<file path="config.mk">
export PLATFORM = sky130hd
export DESIGN_NAME = instr_queue_register_flat
export DESIGN_NICKNAME = d
export VERILOG_FILES = /design/src/rtl/instr_queue_register_if.sv /design/src/rtl/instr_queue_register.sv /design/src/flat_wrapper.sv
export SDC_FILE = /design/constraint.sdc
export NUM_CORES = 2
export LEC_CHECK = 0
export CAP_MARGIN = 20
export CORE_UTILIZATION = 50
export CTS_BUF_LIST = sky130_fd_sc_hd__clkbuf_4 sky130_fd_sc_hd__clkbuf_8 sky130_fd_sc_hd__clkbuf_16
export CTS_CLUSTER_DIAMETER = 60
export CTS_CLUSTER_SIZE = 8
export DETAILED_ROUTE_END_ITERATION = 7
export PLACE_DENSITY = 0.72
export REMOVE_ABC_BUFFERS = 1
export SLEW_MARGIN = 20
export SYNTH_ARGS = -nofsm -noshare
export SYNTH_HDL_FRONTEND = slang
export SYNTH_SLANG_ARGS = --single-unit
</file>
<file path="constraint.sdc">
create_clock -name clk -period 16.8 [get_ports clk]
set_clock_uncertainty 0.1 [all_clocks]
set_input_delay 4.2 -clock clk [delete_from_list [all_inputs] [get_ports clk]]
set_output_delay 4.2 -clock clk [all_outputs]
set_load 0.02 [all_outputs]
</file>
<file path="src/rtl/instr_queue_register_if.sv">
// Instruction storage bus: generator-side requests and storage-side responses.
interface instr_queue_register_if #(
    parameter int DEPTH     = 32,
    parameter int OP_WIDTH  = 32,
    parameter int OPC_WIDTH = 4
);
    localparam int AW = (DEPTH > 1) ? $clog2(DEPTH) : 1;
    localparam int IW = OPC_WIDTH + 2 * OP_WIDTH;

    logic                 queue_mode;
    logic                 load_en;
    logic [OPC_WIDTH-1:0] opcode;
    logic [OP_WIDTH-1:0]  operand_a;
    logic [OP_WIDTH-1:0]  operand_b;
    logic [AW-1:0]        write_pointer;
    logic                 read_en;
    logic [AW-1:0]        read_pointer;
    logic                 load_ready;
    logic [IW-1:0]        instruction_word;
    logic                 instr_valid;
    logic                 read_error;
    logic [AW:0]          count;

    modport master (
        output queue_mode, load_en, opcode, operand_a, operand_b,
               write_pointer, read_en, read_pointer,
        input  load_ready, instruction_word, instr_valid, read_error, count
    );

    modport slave (
        input  queue_mode, load_en, opcode, operand_a, operand_b,
               write_pointer, read_en, read_pointer,
        output load_ready, instruction_word, instr_valid, read_error, count
    );
endinterface

</file>
<file path="src/rtl/instr_queue_register.sv">
// Instruction-word store: addressed random access or FIFO, with per-entry
// valid bits, registered read port, occupancy count and read-error pulse.
module instr_queue_register #(
    parameter int DEPTH            = 32,
    parameter int OP_WIDTH         = 32,
    parameter int OPC_WIDTH        = 4,
    parameter bit FORCE_LOAD_ERROR = 1'b0
) (
    input logic                    clk,
    input logic                    reset,
    instr_queue_register_if.slave  bus
);
    localparam int AW = (DEPTH > 1) ? $clog2(DEPTH) : 1;
    localparam int IW = OPC_WIDTH + 2 * OP_WIDTH;
    localparam logic [AW:0]   FULL = (AW + 1)'(DEPTH);
    localparam logic [AW-1:0] LAST = AW'(DEPTH - 1);

    logic [IW-1:0]    mem [DEPTH];
    logic [DEPTH-1:0] valid;
    logic [AW-1:0]    wptr;
    logic [AW-1:0]    rptr;
    logic [AW:0]      count_q;
    logic             mode_q;

    logic             flush;
    logic             push;
    logic             pop;
    logic             rd_ok;
    logic             rd_err;
    logic             new_entry;
    logic [AW-1:0]    widx;
    logic [AW-1:0]    ridx;
    logic [IW-1:0]    wdata;
    logic [AW:0]      count_next;

    always_comb begin
        flush      = reset || (bus.queue_mode != mode_q);
        push       = 1'b0;
        pop        = 1'b0;
        rd_ok      = 1'b0;
        rd_err     = 1'b0;
        new_entry  = 1'b0;
        widx       = wptr;
        ridx       = rptr;
        wdata      = FORCE_LOAD_ERROR ? {bus.opcode, bus.operand_a, bus.operand_a}
                                      : {bus.opcode, bus.operand_a, bus.operand_b};
        if (!flush) begin
            if (bus.queue_mode) begin
                push   = bus.load_en && (count_q < FULL);
                rd_ok  = bus.read_en && (count_q != '0);
                rd_err = bus.read_en && (count_q == '0);
                pop    = rd_ok;
            end else begin
                widx   = bus.write_pointer;
                ridx   = bus.read_pointer;
                push   = bus.load_en && ({1'b0, bus.write_pointer} < FULL);
                rd_ok  = bus.read_en && ({1'b0, bus.read_pointer} < FULL) && valid[bus.read_pointer];
                rd_err = bus.read_en && !rd_ok;
            end
            new_entry = push && !valid[widx];
        end
        count_next = count_q + (AW + 1)'(new_entry) - (AW + 1)'(pop);
    end

    // Mode-toggle cycles behave exactly like reset, so a write is never accepted then.
    assign bus.load_ready = reset || !bus.queue_mode || (count_q < FULL);
    assign bus.count      = count_q;

    always_ff @(posedge clk) begin
        mode_q <= bus.queue_mode;
        if (flush) begin
            for (int unsigned i = 0; i < DEPTH; i++) begin
                mem[i] <= '0;
            end
            valid                <= '0;
            wptr                 <= '0;
            rptr                 <= '0;
            count_q              <= '0;
            bus.instruction_word <= '0;
            bus.instr_valid      <= 1'b0;
            bus.read_error       <= 1'b0;
        end else begin
            bus.instr_valid <= rd_ok;
            bus.read_error  <= rd_err;
            // mem is sampled before this edge's write, giving read-before-write.
            if (rd_ok) begin
                bus.instruction_word <= mem[ridx];
            end else if (rd_err) begin
                bus.instruction_word <= '0;
            end
            if (push) begin
                mem[widx]   <= wdata;
                valid[widx] <= 1'b1;
                if (bus.queue_mode) begin
                    wptr <= (wptr == LAST) ? '0 : wptr + 1'b1;
                end
            end
            if (pop) begin
                valid[rptr] <= 1'b0;
                rptr        <= (rptr == LAST) ? '0 : rptr + 1'b1;
            end
            count_q <= count_next;
        end
    end
endmodule

</file>
<file path="src/flat_wrapper.sv">
// flat-port wrapper written by rule: the top's interface ports become plain ports
module instr_queue_register_flat 
#(
    parameter int DEPTH            = 32,
    parameter int OP_WIDTH         = 32,
    parameter int OPC_WIDTH        = 4,
    parameter bit FORCE_LOAD_ERROR = 1'b0
)
  (clk, reset, bus_queue_mode, bus_load_en, bus_opcode, bus_operand_a, bus_operand_b, bus_write_pointer, bus_read_en, bus_read_pointer, bus_load_ready, bus_instruction_word, bus_instr_valid, bus_read_error, bus_count);
  instr_queue_register_if #(.DEPTH(DEPTH), .OP_WIDTH(OP_WIDTH), .OPC_WIDTH(OPC_WIDTH)) bus_i ();
  input logic clk;
  input logic reset;
  input wire logic [$bits(bus_i.queue_mode)-1:0] bus_queue_mode;
  input wire logic [$bits(bus_i.load_en)-1:0] bus_load_en;
  input wire logic [$bits(bus_i.opcode)-1:0] bus_opcode;
  input wire logic [$bits(bus_i.operand_a)-1:0] bus_operand_a;
  input wire logic [$bits(bus_i.operand_b)-1:0] bus_operand_b;
  input wire logic [$bits(bus_i.write_pointer)-1:0] bus_write_pointer;
  input wire logic [$bits(bus_i.read_en)-1:0] bus_read_en;
  input wire logic [$bits(bus_i.read_pointer)-1:0] bus_read_pointer;
  output wire logic [$bits(bus_i.load_ready)-1:0] bus_load_ready;
  output wire logic [$bits(bus_i.instruction_word)-1:0] bus_instruction_word;
  output wire logic [$bits(bus_i.instr_valid)-1:0] bus_instr_valid;
  output wire logic [$bits(bus_i.read_error)-1:0] bus_read_error;
  output wire logic [$bits(bus_i.count)-1:0] bus_count;
  assign bus_i.queue_mode = bus_queue_mode;
  assign bus_i.load_en = bus_load_en;
  assign bus_i.opcode = bus_opcode;
  assign bus_i.operand_a = bus_operand_a;
  assign bus_i.operand_b = bus_operand_b;
  assign bus_i.write_pointer = bus_write_pointer;
  assign bus_i.read_en = bus_read_en;
  assign bus_i.read_pointer = bus_read_pointer;
  assign bus_load_ready = bus_i.load_ready;
  assign bus_instruction_word = bus_i.instruction_word;
  assign bus_instr_valid = bus_i.instr_valid;
  assign bus_read_error = bus_i.read_error;
  assign bus_count = bus_i.count;
  instr_queue_register #(.DEPTH(DEPTH), .OP_WIDTH(OP_WIDTH), .OPC_WIDTH(OPC_WIDTH), .FORCE_LOAD_ERROR(FORCE_LOAD_ERROR)) u_core (.clk(clk), .reset(reset), .bus(bus_i));
endmodule
</file>
==> results by group <==
Floorplanning
  – Top Ports: 160
  – Placeable Area: about 0.22 mm²
  – Die height: 477 µm
  – # rows: approximately 170
  – Starting Density: between 50% and 60%
  – Die Area: ~0.23 mm²
  – Width of the chip: ~480 µm

Finish
  – Final #Nets: between 9000 and 10000
  – FILL cells: ~18000
  – Core Util, Final: a little under three fifths
  – Commonest non-fill, non-tap cell in the layout: and2_1
  – Most frequent cells in the layout: and2_1 (2178), edfxtp_1 (2176), nand2_1 (1105)
  – Layout cells sized above 1: 8.78%
  – Syn-to-layout area delta: 12.2%

Critical path
  – CP top delay family: buffers and inverters
  – Worst R2R End: u_core.bus.instruction_word[59]
  – Critical Path, Cell by Cell: buf_2, inv_1, or3_1, clkdlybuf4s50_1
  – Peak fanout along the critical path: 55
  – R2R setup slack: between 10 and 15 ns
  – CP max stage delay: between 0.7 and 0.8 ns
  – Worst Path Arrival: 6.22 ns
  – Reg2Reg Depth: 10
  – Worst Setup Start Kind: input port
  – CP max-delay cell: buf_2
  – CP Buf/Inv Count: 3
  – CP endpoint kind: output port
  – Critical R2R Launch: u_core.mode_q
  – Critical path class: input port to output port
  – WP data required: approximately 13 ns

Synth
  – Synth Area per Inst: between 10 and 15 µm²
  – Ys async rst share: 0%
  – Number of synthesized flops with an enable pin: between 2000 and 2500
  – Most used DFF post-synth: edfxtp_1
  – Area contributors post-synth: edfxtp_1 (58%), and2_1 (12%), mux2i_1 (6.7%)
  – Post-synthesis cell count: approximately 10000
  – Area share of the largest cell type after synthesis: around 58%
  – Synth area leader: edfxtp_1
  – Syn. warnings: 0
  – Yosys cell types: just under 70
  – Sequential cell area fraction in the yosys report: between 50% and 60%
  – Post-Synthesis Cell Area: 0.113 mm²
  – Yosys reg bits: ~2300

Clock tree
  – Setup Buffers After CTS: 0
  – Maximum clock insertion buffer count: 4
  – Root Buffer: clkbuf_16
  – CTS buffer count: about 340
  – H-tree levels: 5
  – Clk_lat worst skew: ~0.96 ns
  – Clock transition at path regs: 0.05 ns
  – CTS tree: built
  – Clock tree sinks: 2295
  – Cts hold-fix bufs: 0
  – Post-CTS sizing: 0

STA
  – Worst slew pin tran: roughly 1.3 ns
  – Final period utilization: between 60% and 70%
  – Final setup violation count: 0
  – Final slew viol count: 0
  – Fmax: between 0.09 and 0.1 GHz
  – Worst relative slew slack: around 16%
  – Final hold viol count: 0
  – Min Tclk post-route: 10.52 ns
  – RSZ-0062 raised after global routing: false
  – Final worst slack: ~6.3 ns
  – Hold WS: between 0.4 and 0.5 ns
  – Setup TNS: 0 ns

Power and ir drop
  – Max IR drop VDD: roughly 0.11 mV
  – Clk pwr share: roughly 46%
  – Internal power: 0.0108 W
  – Switching part of the total power: between 20% and 30%
  – Logic pwr share: under 10%
  – Cell Pwr Density: between 100 and 150 mW/mm²
  – Reg power frac: between 40 and 50%
  – Leak Pwr: 47.8 nW
  – P_sw: slightly above 0.003 W

Route
  – Routed wire length: between 300 and 400 mm
  – 1st-pass router iterations: 7
  – DR vias: 81640
  – Detailed-route vias per instance: ~6.4
  – Drc violations: 0
  – Initial DRC count: around 11000
  – WL/cell: around 29 µm
  – Routed Antenna Nets: 0

Run status
  – Status: finished clean

GRT
  – Gr usage total: a little under a third
  – Antenna violations before repair: 31
  – First-pass GRT wire length: ~530 mm
  – Congestion Overflow GR: 0
  – Vias in the first global route: 80094
  – Largest net degree at the start of global routing: between 100 and 150

Min path
  – Class of the worst hold path: register to register
  – HP Start: u_core.bus.instruction_word[33]
  – Hold path depth: 2
  – Hold endpoint: u_core.bus.instruction_word[33]

Flow run
  – Maxcap violations: 0

Place
  – IO buf count: 159
  – DP Wirelength: 195 mm
  – GP Congestion: between 0.8 and 0.9
  – Setup WS pre-CTS: approximately 6.3 ns
==> through the flow <==
| stage | std cells | cell area (µm²) | total power, W |
|---|---|---|---|
| after global routing | 12798 | 127000 | 0.0142 |
| after global placement | 12269 | 117000 | 0.00752 |
| after floorplan | 8941 | 109000 | 0.00725 |
| final | 12817 | 127000 | 0.0139 |
| after CTS | 12786 | 127000 | 0.0139 |
| after detailed placement | 12275 | 117000 | 0.00756 |
==> logic make-up (layout without fill, tap and decap cells) <==
kind of cell / after synthesis / count (layout) / synth area share [%]
other: 0 / 27 / 0
DFF: 2295 / 2295 / 59.9
xor gates and xnor gates: 7 / 7 / 0.0542
buffers and inverters: 994 / 885 / 3.52
and+or+nand+nor: 4162 / 4162 / 20.1
muxes: 771 / 771 / 6.93
AOI/OAI and AO/OA: 1662 / 1662 / 9.26
adders and majority gates: 16 / 16 / 0.184
==> registers in the layout, summed over array words and instances (netlist names) <==
name	flops
u_core.bus.count	6
u_core.bus.instr_valid	1
u_core.bus.instruction_word	68
u_core.bus.read_error	1
u_core.mem	2176
u_core.mode_q	1
u_core.rptr	5
u_core.valid	32
u_core.wptr	5
==> worst reg2reg max path, stage by stage (launching register included) <==
cell and delay [ns]:
dfxtp_1 0.45, nor3_4 0.21, buf_4 0.71, buf_4 0.91
buf_4 0.90, buf_4 0.99, a21oi_1 0.19, a22o_1 0.31
nor3_1 0.44, and4_1 0.27, nor3_1 0.05
==> worst max path at each step <==
stage | start | end | cells past startpoint
final | bus_queue_mode | bus_load_ready | 4
after global routing | bus_queue_mode | bus_load_ready | 4
after CTS | bus_queue_mode | bus_load_ready | 4
after detailed placement | bus_queue_mode | bus_load_ready | 4
after global placement | bus_queue_mode | bus_load_ready | 4
after floorplan | reset | u_core.bus.instruction_word[61] | 7
==> layout make-up <==
class / count / area [µm²] / share of cell area, %
Timing Repair Buffer: 346 / 3120 / 2.46
Multi-Input combinational cell: 6618 / 42100 / 33.2
Tap cell: 2992 / 3740 / 2.95
Clock buffer: 499 / 9770 / 7.70
Inverter: 28 / 105 / 0.0829
Clock inverter: 12 / 174 / 0.137
Antenna cell: 27 / 67.6 / 0.0533
Sequential cell: 2295 / 67700 / 53.4
==> power groups by stage <==
stage | sequential (W) | clock [W] | combinational [W]
finish | 0.00665 | 0.00642 | 0.000831
detailed placement | 0.00675 | 0 | 0.000809
CTS | 0.00665 | 0.00643 | 0.000812
global placement | 0.00673 | 0 | 0.000787
global route | 0.00667 | 0.00666 | 0.000870
floorplan | 0.00678 | 0 | 0.000472
==> cell usage after synthesis, drive strengths merged (6+ instances only) <==
master,n
dfxtp,119
a22o,65
a221oi,68
o221a,28
ha,15
o21ai,60
mux4,9
nor2,137
nand2,1113
edfxtp,2176
inv,28
a21oi,836
and2,2180
nor4,67
clkbuf,764
buf,202
a211oi,480
o31ai,6
o22ai,69
nor2b,273
a211o,6
nor3,214
nand3b,11
mux2i,759
nand3,77
and4,65
o211ai,12
==> per-layer routing <==
metal  vias up  wire, µm  global-route usage, %
li1      34782         -                      -
met1     40363    137000                   40.0
met2      5384    168000                   49.5
met3      1105     45600                   8.50
met4         6     17100                   15.4
met5         -        27                      0
Power figures use the tool's default switching activity.
